==> src/rtl/irq_ctrl.sv <==
//------------------------------------------------------------------------------
// Module   : irq_ctrl
// Purpose  : Fixed-priority interrupt controller. Captures rising edges of
//            level interrupt lines as pending events, presents one request at
//            a time to the host through a req/ack handshake and pulses a
//            per-source clear back to the serviced source on acknowledge.
// Ports    : i_clk        - system clock
//            i_rst        - asynchronous reset, active-high
//            i_irq        - level interrupt lines (N_SRC)
//            i_mask       - per-source arbitration enable (N_SRC)
//            i_enable     - global enable for issuing new requests
//            i_irq_ack    - host acknowledge of the current request
//            i_ovf_clr    - clears all overflow flags
//            o_irq_req    - request to host
//            o_irq_id     - index of the requesting source (ID_W)
//            o_src_clear  - one-cycle clear pulse to serviced source (N_SRC)
//            o_pending    - pending register (N_SRC)
//            o_overflow   - sticky overflow flags (N_SRC)
// Revision : 1.0 - initial release
//------------------------------------------------------------------------------
`default_nettype none

module irq_ctrl #(
    parameter int N_SRC = 4,
    parameter int ID_W  = 2
) (
    input  logic              i_clk,
    input  logic              i_rst,
    input  logic [N_SRC-1:0]  i_irq,
    input  logic [N_SRC-1:0]  i_mask,
    input  logic              i_enable,
    input  logic              i_irq_ack,
    input  logic              i_ovf_clr,
    output logic              o_irq_req,
    output logic [ID_W-1:0]   o_irq_id,
    output logic [N_SRC-1:0]  o_src_clear,
    output logic [N_SRC-1:0]  o_pending,
    output logic [N_SRC-1:0]  o_overflow
);

    typedef enum logic [1:0] {
        S_IDLE = 2'd0,
        S_REQ  = 2'd1,
        S_CLR  = 2'd2
    } state_t;

    state_t             r_state;
    state_t             w_state_nxt;
    logic [N_SRC-1:0]   r_prev;
    logic [N_SRC-1:0]   r_pending;
    logic [N_SRC-1:0]   r_overflow;
    logic [ID_W-1:0]    r_id;
    logic [ID_W-1:0]    w_id_nxt;
    logic [N_SRC-1:0]   w_rise;
    logic [N_SRC-1:0]   w_eligible;
    logic [ID_W-1:0]    w_winner;
    logic [N_SRC-1:0]   w_clr;
    logic [N_SRC-1:0]   w_new_ovf;

    assign w_rise     = i_irq & ~r_prev;
    assign w_eligible = r_pending & i_mask;

    // Lowest set index wins: scan downwards so the last hit is the smallest.
    always_comb begin
        w_winner = '0;
        for (int k = N_SRC - 1; k >= 0; k--) begin
            if (w_eligible[k]) begin
                w_winner = ID_W'(k);
            end
        end
    end

    // Clear vector is one-hot on the latched id, only in the CLR state.
    always_comb begin
        w_clr = '0;
        if (r_state == S_CLR) begin
            for (int k = 0; k < N_SRC; k++) begin
                if (r_id == ID_W'(k)) begin
                    w_clr[k] = 1'b1;
                end
            end
        end
    end

    // A rise colliding with the service clear is a fresh event, not an overflow.
    assign w_new_ovf = w_rise & r_pending & ~w_clr;

    always_ff @(posedge i_clk or posedge i_rst) begin
        if (i_rst) begin
            r_prev     <= '0;
            r_pending  <= '0;
            r_overflow <= '0;
        end else begin
            r_prev     <= i_irq;
            // Set has priority over the service clear.
            r_pending  <= (r_pending & ~w_clr) | w_rise;
            r_overflow <= (i_ovf_clr ? '0 : r_overflow) | w_new_ovf;
        end
    end

    // FSM state register
    always_ff @(posedge i_clk or posedge i_rst) begin
        if (i_rst) begin
            r_state <= S_IDLE;
            r_id    <= '0;
        end else begin
            r_state <= w_state_nxt;
            r_id    <= w_id_nxt;
        end
    end

    // FSM next-state logic
    always_comb begin
        w_state_nxt = r_state;
        w_id_nxt    = r_id;
        case (r_state)
            S_IDLE: begin
                if (i_enable && (w_eligible != '0)) begin
                    w_id_nxt    = w_winner;
                    w_state_nxt = S_REQ;
                end
            end
            S_REQ: begin
                // Mask/enable changes never withdraw an issued request.
                if (i_irq_ack) begin
                    w_state_nxt = S_CLR;
                end
            end
            S_CLR: begin
                w_state_nxt = S_IDLE;
            end
            default: begin
                w_state_nxt = S_IDLE;
            end
        endcase
    end

    assign o_irq_req   = (r_state == S_REQ);
    assign o_irq_id    = r_id;
    assign o_src_clear = w_clr;
    assign o_pending   = r_pending;
    assign o_overflow  = r_overflow;

endmodule

`default_nettype wire
==> config.mk <==
export PLATFORM = sky130hd
export DESIGN_NAME = irq_ctrl
export DESIGN_NICKNAME = d
export VERILOG_FILES = /design/src/rtl/irq_ctrl.sv
export SDC_FILE = /design/constraint.sdc
export NUM_CORES = 1
export LEC_CHECK = 0
export ABC_AREA = 0
export BUFFER_PORTS_ARGS = -buffer_cell sky130_fd_sc_hd__buf_2
export CORE_MARGIN = 2
export CORE_UTILIZATION = 40
export CTS_CLUSTER_DIAMETER = 60
export CTS_CLUSTER_SIZE = 20
export DETAILED_ROUTE_END_ITERATION = 8
export HOLD_SLACK_MARGIN = 0.1
export PLACE_DENSITY = 0.71
export SLEW_MARGIN = 10
export SYNTH_ARGS = -nofsm -noshare
export SYNTH_HDL_FRONTEND = slang
export SYNTH_SLANG_ARGS = --single-unit
==> constraint.sdc <==
create_clock -name i_clk -period 1 [get_ports i_clk]
set_input_delay 0.15 -clock i_clk [delete_from_list [all_inputs] [get_ports i_clk]]
set_output_delay 0.15 -clock i_clk [all_outputs]
set_load 0.05 [all_outputs]
# [After elaboration in Yosys (flattened, before gate mapping)]
# Index checks and enable logic that the tools add are counted.
# W data, S select, Z words.
[totals] ff_bits=16 latch_bits=0 mem_bits_rw=0 romBits=0 in_bits=13 output_inout_bits=15 word_cells=40 memories=0
[op_classes] n_addsub=0 n_mul=0 div=0 n_lt_le_gt_ge=0 n_eq_ne=7 n_shift=0 n_mux=13 bitwise_logic=9 n_reduce_logical=6
[op_table] operator="$and A4 B4 Y4" count=5
[op_table] operator="$mux W2" count=6
[op_table] operator="$mux W4" count=2
[op_table] operator="$not A4 Y4" count=2
[op_table] operator="$or A4 B4 Y4" count=2
[op_table] operator="$eq A2 B2 Y1 const B" count=3
[op_table] operator="$eq A2 B1 Y1 const B" count=2
[op_table] operator="$logic_not A2 Y1" count=2
[op_table] operator="$mux W1" count=4
[op_table] operator="$ne A2 B2 Y1 const B" count=2
[op_table] operator="$pmux W2 S2" count=1
[op_table] operator="$reduce_and A2 Y1" count=2
[op_table] operator="$reduce_bool A4 Y1" count=1
[op_table] operator="$logic_and A1 B1 Y1" count=1

# [Logic depth before layout (Yosys ltp)]
[depth] depth_word=6 mapped_depth=3 depth_no_buf=3

# [Least setup slack after synthesis]
# OpenSTA, ideal clock, no wires.
[synth_path] kind="register -> register" startpoint="register r_id[0] (netlist: o_irq_id[0])" endpoint="register r_overflow[0] (netlist: o_overflow[0])" setup_time_ns=0.125 arrival_ns=1.944 required_time_ns=0.875 path_slack_ns=-1.069 path_stages_with_launch=4 path_buffers=0 period_less_slack_ns=2.069 path_cell_list="dfrtp_1 nor4b_2 nand2b_1 o22ai_1"
[synth_between] elab_chain_cells=6
[synth_lines] element="start, declared" line="52" text="logic [ID_W-1:0] r_id;"
[synth_lines] element="start signal, assigned" line="108" text="r_id <= w_id_nxt;"
[synth_lines] element="$logic_not A2 Y1" line="78" text="if (r_id == ID_W'(k)) begin"
[synth_lines] element="$mux W1" line="78"
[synth_lines] element="$mux W4" line="76" text="if (r_state == S_CLR) begin"
[synth_lines] element="named net o_src_clear[0]" line="36" text="output logic [N_SRC-1:0] o_src_clear,"
[synth_lines] element="$not A4 Y4" line="86" text="assign w_new_ovf = w_rise & r_pending & ~w_clr;"
[synth_lines] element="$and A4 B4 Y4" line="86"
[synth_lines] element="$or A4 B4 Y4" line="97" text="r_overflow <= (i_ovf_clr ? '0 : r_overflow) | w_new_ovf;"
[synth_lines] element="end signal, assigned" line="97"
[synth_lines] element="end, declared" line="51" text="logic [N_SRC-1:0] r_overflow;"
# The timed path passes the listed nets, and every way through them passes these cells.
# A chain may end at the register's enable or synchronous reset.

# [Final worst setup path]
[layout_path] startpoint="register r_state[0]" endpoint="output o_src_clear[2]"
[layout_between] elab_chain_cells=2
[layout_lines] element="start, declared" line="47" text="state_t r_state;"
[layout_lines] element="start signal, assigned" line="107" text="r_state <= w_state_nxt;"
[layout_lines] element="$eq A2 B2 Y1" line="76"
[layout_lines] element="$mux W4" line="76"
[layout_lines] element="end, declared" line="36"
# No other way between the ends.

==> flow_metrics.tcl <==
set metrics [dict create \
    status "finished with violations" \
    failed_checks "setup timing" \
    vias 624 \
    cts_tree "done" \
    path_cells "nand3b_1 -> nor2_1 -> buf_6" \
    cts_buffer_depth 2 \
    drtIter0Drc 6 \
    cts_buffers 3 \
    internal_power_mw 1.96 \
    setup_violations 23 \
    gp_congestion 0.847 \
    p_leak_nw 0.574 \
    worst-r2r-setup-slack_ns -0.42 \
    tightest_slew_ns 0.283 \
    power.total_mw 3.39 \
    ctsHtreeMaxLevel 1 \
    critPathMaxStageDelay_ns 0.47 \
    hold_class "in2reg" \
    ys_warn_count 0 \
    track_usage_pct 18.4 \
    antenna_found_initial 0 \
    fin_ws_ns -0.447 \
    grt_pass1_vias 656 \
    initial_core_util_pct 44.1 \
    fill_cells 89 \
    placementRows 14 \
    die_h_um 45.4 \
    power_frac_seq_pct 30.7 \
    dp_hpwl_mm 1.07 \
    drive_above_1_share_pct 64.5 \
    startpoint_type "register" \
    hold_violations 0 \
    cp_max_fo 6 \
    switching_share_pct 42.0 \
    p_per_area_nw_per_um2 2710 \
    cts_num_sinks 16 \
    path_class "reg2out" \
    cp-end-kind "output port" \
    totalWireLength_mm 1.85 \
    syn_area_per_cell_um2 12.1 \
    viasPerCell 4.95 \
    max_cap_violations 0 \
    finalMaxSlewViolations 0 \
    fmax_ghz 0.691 \
    rsz0062_at_grt "true" \
    final.setup.tns_ns -4.91 \
    grt_max_degree 17 \
    cts_root_buf "clkbuf_4" \
    power.share.clock_pct 12.6 \
    drt_pre_antenna_iters 4 \
    wl_per_cell_um 14.6 \
    required_ns 0.85 \
    portBuffers 27 \
    pin_count 28 \
    period_minus_slack_ns 1.45 \
    syn_to_final_growth_pct 82.1 \
    synth_seq_area_share_pct 58.3 \
    core_um2 1560 \
    grt_pass1_wl_mm 2.57 \
    clk_pin_slew_ns 0.09 \
    final.setup_skew_ns 0.00789 \
    p_switching_mw 1.42 \
    slowest_stage "dfrtp_2" \
    dieArea_um2 2060 \
    slew_headroom_pct 81.1 \
    worstPathArrival_ns 1.30 \
    nNetsFinal 124 \
    clk_latency_ns 0.29 \
    route.detailed.drc 0 \
    ir_drop_mv 1.55 \
    post-route-period-util_pct 145 \
    diodes 0 \
    p_comb_share_pct 56.7 \
    synthCells 57 \
    synth_cell_types 18 \
    gr-total-overflow 0 \
    synth-seq-cells 16 \
    syn_area_um2 687 \
    synth_nets 70 \
    ant_nets 0 \
    die_w_um 45.4 \
]
[critical path, delay by kind of cell (launching register included)]
kind / cells / cell delay, ns
flip-flops: 1 / 0.47
AND/OR/NAND/NOR: 2 / 0.36
buffers and inverters: 1 / 0.17
[worst paths after layout]
kind	startpoint	depth (start not counted)	endpoint
max	r_state[0]$_DFFE_PP0P_	3	o_src_clear[2]
min	i_ovf_clr	2	o_overflow[1]$_DFF_PP0_
max reg2reg	r_state[0]$_DFFE_PP0P_	6	o_irq_id[0]$_DFFE_PP0P_
min in group asynchronous	i_rst	4	o_pending[1]$_DFF_PP0_
max in group asynchronous	i_rst	4	o_pending[2]$_DFF_PP0_
min reg2reg	r_prev[0]$_DFF_PP0_	2	o_pending[0]$_DFF_PP0_
[per-layer routing]
metal / wire length (µm) / GRT usage [%] / share of wire [%]
met2: 1000 / 33.8 / 54
met1: 733 / 18.7 / 40
met5: 0 / 0 / 0
met3: 107 / 7.94 / 5.8
met4: 0 / 4.71 / 0
[cells in the final DEF, fill, tap and decap left out, drive strengths merged]
cell type and n:
nor4b 1, nand2b 8, o22ai 4, and2 1, clkbuf 4, dlygate4sd3 6, and4b 1, nand3b 1
a22o 3, o21ai 3, nor3b 1, a21oi 4, dfrtp 16, clkinvlp 1, nand2 5, and4bb 1
inv 5, buf 43, a32o 1, nor2 1
[flip-flops by register name, indices dropped and copies added (netlist names)]
| name | count |
|---|---|
| r_state | 2 |
| o_irq_id | 2 |
| o_overflow | 4 |
| o_pending | 4 |
| r_prev | 4 |
[power by group through the flow]
stage | Clock (mW) | Sequential (mW) | Combinational (mW)
floorplan | 0 | 1.41 | 0.451
global placement | 0 | 1.01 | 1.17
detailed placement | 0 | 1.02 | 1.18
CTS | 0.444 | 1.03 | 1.72
global route | 0.474 | 1.06 | 2.02
finish | 0.425 | 1.04 | 1.92
[synthesized netlist by cell type, drive strengths merged]
library cell / count / share of area (%)
dfrtp: 16 / 58
nand2b: 8 / 9.5
inv: 6 / 3.3
nand2: 5 / 2.7
a21oi: 4 / 2.9
o22ai: 4 / 5.5
a22o: 3 / 3.8
o21ai: 3 / 2.2
a32o: 1 / 1.5
and2: 1 / 0.91
and4b: 1 / 2.0
and4bb: 1 / 1.8
nand3b: 1 / 1.1
nor2: 1 / 0.55
nor3b: 1 / 1.8
nor4b: 1 / 2.2
[cells by family (layout without fill, tap and decap cells)]
| kind of cell | Yosys count | in the layout | share of synthesized area (%) |
|---|---|---|---|
| DFF | 16 | 16 | 58.3 |
| AOI/OAI and AO/OA | 15 | 15 | 15.8 |
| buffers and inverters | 6 | 59 | 3.28 |
| and+or+nand+nor | 20 | 20 | 22.6 |
[per-stage QoR]
stage | hold slack, ns | area [µm²] | std cells | setup WS, ns | utilization [%]
2_1_floorplan | 0.0633 | 707 | 57 | -0.643 | -
3_3_place_gp | 0.159 | 892 | 104 | -0.191 | 57.2
3_5_place_dp | 0.168 | 892 | 104 | -0.191 | 57.2
4_1_cts | 0.107 | 1180 | 122 | -0.436 | 76.0
5_1_grt | 0.119 | 1250 | 126 | -0.509 | 80.3
6_report | 0.130 | 1250 | 126 | -0.447 | 80.3
[what timing repair did]
item	4_1_cts	5_1_grt
hold endpoints to repair	24	0
setup endpoints to repair	27	27
setup buffers	8	5
hold buffers	6	0
pin swaps	5	3
resized for setup	41	10
[cell type report]
type	instances	area [µm²]	area share, %
clock buffers	4	36.3	2.90
inverters	6	26.3	2.10
multi-input cells	35	315	25.2
flip-flops and latches	16	410	32.8
well taps	16	20.0	1.60
repair buffers	49	443	35.4
(Power assumes the default switching activity.)
